===== config.mk =====
export PLATFORM = sky130hd
export DESIGN_NAME = vga_timing_gen
export DESIGN_NICKNAME = d
export VERILOG_FILES = /design/src/rtl/vga_pkg.sv /design/src/rtl/vga_dly_line.sv /design/src/rtl/vga_timing_gen.sv
export SDC_FILE = /design/constraint.sdc
export NUM_CORES = 1
export LEC_CHECK = 0
export BUFFER_PORTS_ARGS = -buffer_cell sky130_fd_sc_hd__clkbuf_2
export CAP_MARGIN = 20
export CORE_ASPECT_RATIO = 2
export CORE_MARGIN = 4
export CORE_UTILIZATION = 45
export CTS_CLUSTER_DIAMETER = 80
export CTS_CLUSTER_SIZE = 28
export DETAILED_ROUTE_END_ITERATION = 8
export HOLD_SLACK_MARGIN = 0.08
export PLACE_DENSITY = 0.71
export SLEW_MARGIN = 40
export SYNTH_ARGS = -nofsm -noshare
export SYNTH_HDL_FRONTEND = slang
export SYNTH_HIERARCHICAL = 1
export SYNTH_SLANG_ARGS = --single-unit

===== constraint.sdc =====
create_clock -name clk -period 1.8 [get_ports clk]
set_input_delay 0.09 -clock clk [delete_from_list [all_inputs] [get_ports clk]]
set_output_delay 0.09 -clock clk [all_outputs]
set_load 0.1 [all_outputs]

===== src/rtl/vga_pkg.sv =====
// ---------------------------------------------------------------------------
// vga_pkg
// Shared constants for the VGA raster timing generator and its renderers:
//   - default 640x480@60 (25.175 MHz) timing set
//   - 800x600@60 (40 MHz) timing set
//   - sync polarity constants
//   - test-pattern colour constants and bar colour lookup
//   - bar edge helper used to build the divider-free bar index ladder
// ---------------------------------------------------------------------------
package vga_pkg;

    // 640x480@60 timing
    localparam int VGA640_H_VISIBLE = 640;
    localparam int VGA640_H_FP      = 16;
    localparam int VGA640_H_SYNC    = 96;
    localparam int VGA640_H_BP      = 48;
    localparam int VGA640_V_VISIBLE = 480;
    localparam int VGA640_V_FP      = 10;
    localparam int VGA640_V_SYNC    = 2;
    localparam int VGA640_V_BP      = 33;

    // 800x600@60 timing, 40 MHz pixel clock, both syncs active-high
    localparam int SVGA800_H_VISIBLE = 800;
    localparam int SVGA800_H_FP      = 40;
    localparam int SVGA800_H_SYNC    = 128;
    localparam int SVGA800_H_BP      = 88;
    localparam int SVGA800_V_VISIBLE = 600;
    localparam int SVGA800_V_FP      = 1;
    localparam int SVGA800_V_SYNC    = 4;
    localparam int SVGA800_V_BP      = 23;

    // Sync polarity (value of the sync pin while sync is asserted)
    localparam logic POL_ACTIVE_LOW  = 1'b0;
    localparam logic POL_ACTIVE_HIGH = 1'b1;

    // Deepest supported extra delay on hs/vs/de
    localparam int PIPE_DLY_MAX = 7;

    // 3-bit RGB test-pattern colours, {r,g,b}
    typedef enum logic [2:0] {
        TP_BLACK   = 3'b000,
        TP_BLUE    = 3'b001,
        TP_GREEN   = 3'b010,
        TP_CYAN    = 3'b011,
        TP_RED     = 3'b100,
        TP_MAGENTA = 3'b101,
        TP_YELLOW  = 3'b110,
        TP_WHITE   = 3'b111
    } tp_color_e;

    // Colour of each of the eight vertical bars, left to right
    function automatic tp_color_e tp_bar_color(input logic [2:0] bar_idx);
        tp_color_e c;
        case (bar_idx)
            3'd0:    c = TP_BLACK;
            3'd1:    c = TP_BLUE;
            3'd2:    c = TP_GREEN;
            3'd3:    c = TP_CYAN;
            3'd4:    c = TP_RED;
            3'd5:    c = TP_MAGENTA;
            3'd6:    c = TP_YELLOW;
            3'd7:    c = TP_WHITE;
            default: c = TP_BLACK;
        endcase
        return c;
    endfunction

    // First x belonging to bar k: smallest x with x*8/h_visible >= k,
    // i.e. ceil(k*h_visible/8). Evaluated at elaboration only.
    function automatic int tp_bar_edge(input int k, input int h_visible);
        return (k * h_visible + 7) / 8;
    endfunction

endpackage


===== src/rtl/vga_dly_line.sv =====
// ---------------------------------------------------------------------------
// vga_dly_line
// Clock-enable qualified shift register used to delay the sync/DE bundle
// (and test-pattern colour) so it lines up with downstream pixel pipelines.
// Stages advance only when ce is high; a low rst_n at a clock edge clears
// every stage to zero regardless of ce.
//
// Parameters:
//   WIDTH  bits per stage
//   DEPTH  number of stages (>= 1; a zero-depth path is a wire in the parent)
// Ports:
//   clk    clock
//   rst_n  synchronous clear, active-low
//   ce     stage advance enable
//   d      input word
//   q      word delayed by DEPTH ce cycles
// ---------------------------------------------------------------------------
module vga_dly_line #(
    parameter int WIDTH = 1,
    parameter int DEPTH = 1
) (
    input  logic             clk,
    input  logic             rst_n,
    input  logic             ce,
    input  logic [WIDTH-1:0] d,
    output logic [WIDTH-1:0] q
);

    if (DEPTH < 1) begin : g_bad_depth
        $error("vga_dly_line: DEPTH must be at least 1");
    end

    logic [WIDTH-1:0] stage_r [DEPTH];

    // Shift register: clear on reset, shift one stage per enabled clock
    always_ff @(posedge clk) begin
        if (!rst_n) begin
            for (int i = 0; i < DEPTH; i++) begin
                stage_r[i] <= '0;
            end
        end else if (ce) begin
            stage_r[0] <= d;
            for (int i = 1; i < DEPTH; i++) begin
                stage_r[i] <= stage_r[i-1];
            end
        end
    end

    assign q = stage_r[DEPTH-1];

endmodule


===== src/rtl/vga_timing_gen.sv =====
// ---------------------------------------------------------------------------
// vga_timing_gen
// Parametrised VGA raster timing generator. Produces pixel coordinates,
// zero-latency active/line/frame strobes, and delayed hs/vs/de whose
// latency (PIPE_DLY+1 ce cycles) matches the renderer pixel pipeline.
//
// Build option: define VGA_TIMING_TESTPAT_EN to add a 3-bit rgb output with
// an 8-bar test pattern and white 1-pixel border, aligned with de.
//
// Ports:
//   clk          pixel-domain clock
//   rst_n        synchronous reset, active-low (ce ignored while low)
//   ce           pixel clock enable; all state advances only when high
//   x, y         current raster position
//   active       x < H_VISIBLE and y < V_VISIBLE (undelayed)
//   line_start   high while x == 0
//   frame_start  high while x == 0 and y == 0
//   hs, vs       delayed syncs with polarity HS_POL / VS_POL
//   de           delayed active
//   frame_count  completed frames, wraps at 256
//   rgb          (VGA_TIMING_TESTPAT_EN only) test pattern, delayed like de
// ---------------------------------------------------------------------------
module vga_timing_gen
    import vga_pkg::*;
#(
    parameter int   H_VISIBLE = VGA640_H_VISIBLE,
    parameter int   H_FP      = VGA640_H_FP,
    parameter int   H_SYNC    = VGA640_H_SYNC,
    parameter int   H_BP      = VGA640_H_BP,
    parameter int   V_VISIBLE = VGA640_V_VISIBLE,
    parameter int   V_FP      = VGA640_V_FP,
    parameter int   V_SYNC    = VGA640_V_SYNC,
    parameter int   V_BP      = VGA640_V_BP,
    parameter logic HS_POL    = POL_ACTIVE_LOW,
    parameter logic VS_POL    = POL_ACTIVE_LOW,
    parameter int   PIPE_DLY  = 1,
    parameter int   CW        = 10
) (
    input  logic          clk,
    input  logic          rst_n,
    input  logic          ce,
    output logic [CW-1:0] x,
    output logic [CW-1:0] y,
    output logic          active,
    output logic          line_start,
    output logic          frame_start,
    output logic          hs,
    output logic          vs,
    output logic          de,
    output logic [7:0]    frame_count
`ifdef VGA_TIMING_TESTPAT_EN
    ,
    output logic [2:0]    rgb
`endif
);

    localparam int H_TOTAL  = H_VISIBLE + H_FP + H_SYNC + H_BP;
    localparam int V_TOTAL  = V_VISIBLE + V_FP + V_SYNC + V_BP;
    localparam int HS_FIRST = H_VISIBLE + H_FP;
    localparam int HS_LAST  = H_VISIBLE + H_FP + H_SYNC - 1;
    localparam int VS_FIRST = V_VISIBLE + V_FP;
    localparam int VS_LAST  = V_VISIBLE + V_FP + V_SYNC - 1;

    if ((H_TOTAL > (32'sd1 << CW)) || (V_TOTAL > (32'sd1 << CW))) begin : g_bad_cw
        $error("vga_timing_gen: CW too small for H_TOTAL-1 / V_TOTAL-1");
    end
    if ((PIPE_DLY < 0) || (PIPE_DLY > PIPE_DLY_MAX)) begin : g_bad_dly
        $error("vga_timing_gen: PIPE_DLY must be in 0..7");
    end

    localparam logic [CW-1:0] X_LAST     = CW'(H_TOTAL - 1);
    localparam logic [CW-1:0] Y_LAST     = CW'(V_TOTAL - 1);
    localparam logic [CW-1:0] X_VIS      = CW'(H_VISIBLE);
    localparam logic [CW-1:0] Y_VIS      = CW'(V_VISIBLE);
    localparam logic [CW-1:0] X_HS_FIRST = CW'(HS_FIRST);
    localparam logic [CW-1:0] X_HS_LAST  = CW'(HS_LAST);
    localparam logic [CW-1:0] Y_VS_FIRST = CW'(VS_FIRST);
    localparam logic [CW-1:0] Y_VS_LAST  = CW'(VS_LAST);

`ifdef VGA_TIMING_TESTPAT_EN
    localparam int RAW_W = 6;
`else
    localparam int RAW_W = 3;
`endif

    logic [CW-1:0]    x_r;
    logic [CW-1:0]    y_r;
    logic [7:0]       frame_count_r;
    logic             active_s;
    logic             line_start_s;
    logic             frame_start_s;
    logic             hs_raw_s;
    logic             vs_raw_s;
    logic [RAW_W-1:0] raw_s;
    logic [RAW_W-1:0] dly_s;
    logic             hs_r;
    logic             vs_r;
    logic             de_r;

    // Raster counters: x wraps per line, y per frame, frame_count per frame
    always_ff @(posedge clk) begin
        if (!rst_n) begin
            x_r           <= '0;
            y_r           <= '0;
            frame_count_r <= 8'd0;
        end else if (ce) begin
            if (x_r == X_LAST) begin
                x_r <= '0;
                if (y_r == Y_LAST) begin
                    y_r           <= '0;
                    frame_count_r <= frame_count_r + 8'd1;
                end else begin
                    y_r <= y_r + CW'(1);
                end
            end else begin
                x_r <= x_r + CW'(1);
            end
        end
    end

    // Zero-latency position decodes; vs spans whole lines since it depends on y only
    always_comb begin
        active_s      = (x_r < X_VIS) && (y_r < Y_VIS);
        line_start_s  = (x_r == '0);
        frame_start_s = (x_r == '0) && (y_r == '0);
        hs_raw_s      = (x_r >= X_HS_FIRST) && (x_r <= X_HS_LAST);
        vs_raw_s      = (y_r >= Y_VS_FIRST) && (y_r <= Y_VS_LAST);
    end

`ifdef VGA_TIMING_TESTPAT_EN
    // Bar boundaries as constants so the bar index needs no divider
    localparam logic [CW-1:0] BAR_E1 = CW'(tp_bar_edge(1, H_VISIBLE));
    localparam logic [CW-1:0] BAR_E2 = CW'(tp_bar_edge(2, H_VISIBLE));
    localparam logic [CW-1:0] BAR_E3 = CW'(tp_bar_edge(3, H_VISIBLE));
    localparam logic [CW-1:0] BAR_E4 = CW'(tp_bar_edge(4, H_VISIBLE));
    localparam logic [CW-1:0] BAR_E5 = CW'(tp_bar_edge(5, H_VISIBLE));
    localparam logic [CW-1:0] BAR_E6 = CW'(tp_bar_edge(6, H_VISIBLE));
    localparam logic [CW-1:0] BAR_E7 = CW'(tp_bar_edge(7, H_VISIBLE));
    localparam logic [CW-1:0] X_VIS_LAST = CW'(H_VISIBLE - 1);
    localparam logic [CW-1:0] Y_VIS_LAST = CW'(V_VISIBLE - 1);

    logic [2:0] bar_idx_s;
    logic       border_s;
    logic [2:0] rgb_raw_s;
    logic [2:0] rgb_r;

    // Test pattern: bar index ladder, border override, black outside active
    always_comb begin
        if (x_r >= BAR_E7) begin
            bar_idx_s = 3'd7;
        end else if (x_r >= BAR_E6) begin
            bar_idx_s = 3'd6;
        end else if (x_r >= BAR_E5) begin
            bar_idx_s = 3'd5;
        end else if (x_r >= BAR_E4) begin
            bar_idx_s = 3'd4;
        end else if (x_r >= BAR_E3) begin
            bar_idx_s = 3'd3;
        end else if (x_r >= BAR_E2) begin
            bar_idx_s = 3'd2;
        end else if (x_r >= BAR_E1) begin
            bar_idx_s = 3'd1;
        end else begin
            bar_idx_s = 3'd0;
        end

        border_s = (x_r == '0) || (x_r == X_VIS_LAST) ||
                   (y_r == '0) || (y_r == Y_VIS_LAST);

        if (!active_s) begin
            rgb_raw_s = 3'd0;
        end else if (border_s) begin
            rgb_raw_s = TP_WHITE;
        end else begin
            rgb_raw_s = tp_bar_color(bar_idx_s);
        end
    end
`endif

    // Bundle carried through the delay line, all bits asserted-high
    always_comb begin
`ifdef VGA_TIMING_TESTPAT_EN
        raw_s = {rgb_raw_s, active_s, vs_raw_s, hs_raw_s};
`else
        raw_s = {active_s, vs_raw_s, hs_raw_s};
`endif
    end

    if (PIPE_DLY > 0) begin : g_dly
        vga_dly_line #(
            .WIDTH (RAW_W),
            .DEPTH (PIPE_DLY)
        ) u_dly (
            .clk   (clk),
            .rst_n (rst_n),
            .ce    (ce),
            .d     (raw_s),
            .q     (dly_s)
        );
    end else begin : g_nodly
        assign dly_s = raw_s;
    end

    // Output stage: final delay register, where sync polarity is applied
    always_ff @(posedge clk) begin
        if (!rst_n) begin
            hs_r  <= ~HS_POL;
            vs_r  <= ~VS_POL;
            de_r  <= 1'b0;
`ifdef VGA_TIMING_TESTPAT_EN
            rgb_r <= 3'd0;
`endif
        end else if (ce) begin
            hs_r  <= dly_s[0] ? HS_POL : ~HS_POL;
            vs_r  <= dly_s[1] ? VS_POL : ~VS_POL;
            de_r  <= dly_s[2];
`ifdef VGA_TIMING_TESTPAT_EN
            rgb_r <= dly_s[5:3];
`endif
        end
    end

    assign x           = x_r;
    assign y           = y_r;
    assign active      = active_s;
    assign line_start  = line_start_s;
    assign frame_start = frame_start_s;
    assign hs          = hs_r;
    assign vs          = vs_r;
    assign de          = de_r;
    assign frame_count = frame_count_r;
`ifdef VGA_TIMING_TESTPAT_EN
    assign rgb         = rgb_r;
`endif

endmodule


==> results.py <==
metrics = {
    "route": {
        "first_pass_iters": 4,
        "num_vias": 1627,
        "routed_wl_um": 4419,
        "viasPerCell": 5.405,
        "drc": 0,
        "postRouteAntennaNets": 0,
        "wl_per_cell_um": 14.68,
        "met2RoutedLength_um": 2391,
        "dr_wl_met3_um": 130,
        "wl_met1_um": 1796,
        "drt_iter0_drc": 46,
        "top_layer": "met4",
    },
    "worst_setup_path": {
        "critPathKind": "register to register",
        "r2r-end": "y[8]$_SDFFE_PN0P_",
        "worstPathRequired_ps": 2010,
        "reg2reg_depth": 6,
        "r2r_start": "x[1]$_SDFFE_PN0P_",
        "critPathBufInv": 1,
        "arrival_ps": 1960,
        "path_cells": "ha_4, and4_4, buf_4, nand4_1, or3_1, a21oi_2",
        "cp-start-kind": "register",
        "crit_cells": 6,
        "endpoint": "y[8]$_SDFFE_PN0P_",
        "path_max_fanout": 7,
        "slowest_stage": "or3_1",
        "end_kind": "register",
        "rrSetupSlack_ps": 50,
        "worstSetupStartpoint": "x[1]$_SDFFE_PN0P_",
        "crit_family": "simple AND/OR/NAND/NOR gates",
        "critPathMaxStageDelay_ps": 460,
    },
    "global_route": {
        "grt_pass1_wl_um": 7431,
        "grt_overflow": 0,
        "antenna_found_initial": 0,
        "track_usage": 0.1975,
        "grt_pass1_vias": 1641,
        "grt_start_max_net_pins": 16,
    },
    "timing": {
        "fmaxAchievable_ghz": 0.5719,
        "relSlewSlack": 0.6390,
        "period_share": 0.9715,
        "finalMaxSlewViolations": 0,
        "worst_pin_slew_ps": 543.9,
        "period_needed_ps": 1749,
        "hold_viol": 0,
        "rsz0062_at_grt": "yes",
        "finalSetupTns_ps": 0,
        "setup_viol": 0,
        "clock_skew_ps": 6.172,
        "holdWs_ps": 294.1,
    },
    "logic_synthesis": {
        "syn_nets": 200,
        "syn_inst": 192,
        "synth_top_cell_by_area": "dfxtp_1",
        "synth_warnings": 6,
        "synth.top_cell.area_share": 0.3599,
        "ys_ff_latch": 34,
        "netlist_area_sq_mm": 0.001724,
        "avgSynthCellArea_sq_um": 8.980,
        "yosysSeqAreaShare": 0.4122,
        "synth_area_leaders": "dfxtp_1, edfxtp_1, a21oi_1, nor2_1, ha_1",
        "synth.distinct_cells": 36,
    },
    "cts": {
        "clockRootBuffer": "clkbuf_8",
        "clkLatencyLatePin_ps": 280,
        "cts_made_buffers": 5,
        "clkSinkCount": 34,
        "h-tree-depth": 2,
        "cts_tree": "yes",
        "clock_path_buffers": 2,
        "clk_pin_slew_worst_paths_ps": 70,
    },
    "cells_and_area": {
        "fin_nets": 259,
        "syn2layout_area_growth_pct": 34.83,
        "num-fill-cells": 357,
        "final_util": 0.6376,
        "drive_gt1_frac": 0.4365,
        "antenna_cells": 0,
    },
    "die": {
        "start_util": 0.4729,
        "dieHeight_um": 95.54,
        "dieArea_sq_mm": 0.004946,
        "die_x_um": 51.77,
        "ios": 37,
        "coreArea_sq_mm": 0.003646,
        "num_rows": 31,
    },
    "pwr": {
        "vdd_drop_max_v": 0.0005496,
        "finalPower_mw": 1.517,
        "leakagePower_nw": 0.9379,
        "power_density_mw_per_mm2": 652.7,
    },
    "flow_run": {
        "cap_viol_max_count": 0,
    },
    "run_status": {
        "outcome": "completed",
    },
    "place": {
        "dpl.hpwl_um": 3260,
        "place_congestion": 0.7888,
        "port_buffers": 36,
    },
    "min_path": {
        "hp-class": "primary input to register",
    },
}
==> stage by stage <==
stage | worst slack (ps) | area (sq um) | cells
finish | 51.33 | 2325 | 301
global route | -43.00 | 2325 | 301
CTS | -15.89 | 2272 | 297
detailed placement | -13.15 | 2135 | 283
global placement | 46.68 | 2135 | 283
floorplan | -39.32 | 1832 | 192
==> worst min-delay path, delay by kind of cell <==
family                 cells  cell delay (ps)
buffers and inverters      2              300
muxes                      1               90
and+or+nand+nor            1               70
==> how the worst min path moves through the flow <==
| stage | slack (ps) | start | depth (start not counted) | end |
|---|---|---|---|---|
| after floorplan | 150 | rst_n | 1 | hs$_SDFFE_PN1P_ |
| after global placement | 370 | rst_n | 2 | hs$_SDFFE_PN1P_ |
| after detailed placement | 370 | rst_n | 2 | hs$_SDFFE_PN1P_ |
| after CTS | 290 | ce | 4 | hs$_SDFFE_PN1P_ |
| after global routing | 310 | ce | 4 | de$_SDFFE_PN0P_ |
| final | 290 | ce | 4 | de$_SDFFE_PN0P_ |
==> cells in the mapped netlist <==
| library cell | n |
|---|---|
| dfxtp_1 | 31 |
| nor2_1 | 19 |
| a21oi_1 | 15 |
| nand2_1 | 15 |
| o21ai_0 | 10 |
| inv_1 | 7 |
| nand3_1 | 7 |
| nand4_1 | 7 |
| o31ai_1 | 7 |
| or3_1 | 7 |
| or4_1 | 7 |
| and3_1 | 6 |
| xnor2_1 | 6 |
| buf_2 | 5 |
| ha_1 | 5 |
| xor2_1 | 5 |
| and4_1 | 4 |
| edfxtp_1 | 3 |
| mux2i_1 | 3 |
| nor3_1 | 3 |
| nor4_1 | 3 |
| buf_4 | 2 |
| buf_6 | 2 |
| and2_1 | 1 |
| and3b_1 | 1 |
| and4b_1 | 1 |
| clkbuf_1 | 1 |
| nand2b_1 | 1 |
| nand4_4 | 1 |
| nor2b_1 | 1 |
| nor4_4 | 1 |
| nor4b_4 | 1 |
| o21ai_4 | 1 |
| o21ba_2 | 1 |
| o31a_1 | 1 |
| or2_2 | 1 |
==> cells by family after synthesis <==
kind of cell / after synthesis / synth area share
mux: 3 / 0.01742
simple gates: 87 / 0.3012
flops: 34 / 0.4122
buf+inv: 17 / 0.05370
compound gates: 35 / 0.1234
xor+xnor: 11 / 0.05588
fa+ha+maj: 5 / 0.03628
==> repair_timing <==
item | CTS | global route
resized for setup | 2 | 5
pin swaps | 1 | 7
setup endpoints to repair | 7 | 16
hold endpoints to repair | 2 | 0
buffers inserted | 5 | 4
hold buffers | 1 | 0
==> sequential cells by signal (all words and copies together) (netlist names) <==
name,count
frame_count,8
g_dly.u_dly/stage_r,3
vs,1
x,10
y,10
hs,1
de,1
==> placed cells by master, fill, tap and decap left out, drive strengths merged <==
cell,netlist,layout
clkbuf,1,40
dfxtp,31,31
buf,9,27
nor2,19,19
nand2,15,15
a21oi,15,15
o21ai,11,11
nand4,8,8
inv,7,7
or3,7,7
o31ai,7,7
or4,7,7
nand3,7,7
xnor2,6,6
and3,6,6
xor2,5,5
ha,5,5
and4,4,4
nor4,4,4
nor3,3,3
mux2i,3,3
edfxtp,3,3
clkinv,0,2
and3b,1,1
nor2b,1,1
or2,1,1
nor4b,1,1
and4b,1,1
o31a,1,1
o21ba,1,1
and2,1,1
nand2b,1,1
dlygate4sd3,0,1
==> per-layer routing <==
layer / GRT usage / vias up
li1: - / 809
met1: 0.2256 / 776
met2: 0.3415 / 33
met3: 0.03130 / 9
met4: 0.1072 / 0
met5: 0 / -
==> area by class of cell <==
cell class	instances	area [sq um]	area share
clock buffer	6	72.57	0.03122
clock inverter	2	8.758	0.003767
inverter	7	26.28	0.01130
multi-input combinational	141	970.9	0.4177
sequential	34	789.5	0.3396
tap	49	61.31	0.02637
timing repair buffer	62	395.4	0.1701
==> power by group <==
group          internal, mW  leakage, nW  switching, mW
Clock                 0.266       0.0426          0.275
Combinational        0.0575        0.593          0.159
Sequential            0.751        0.302        0.00956
Note: power is estimated with default switching activity, not from simulation.
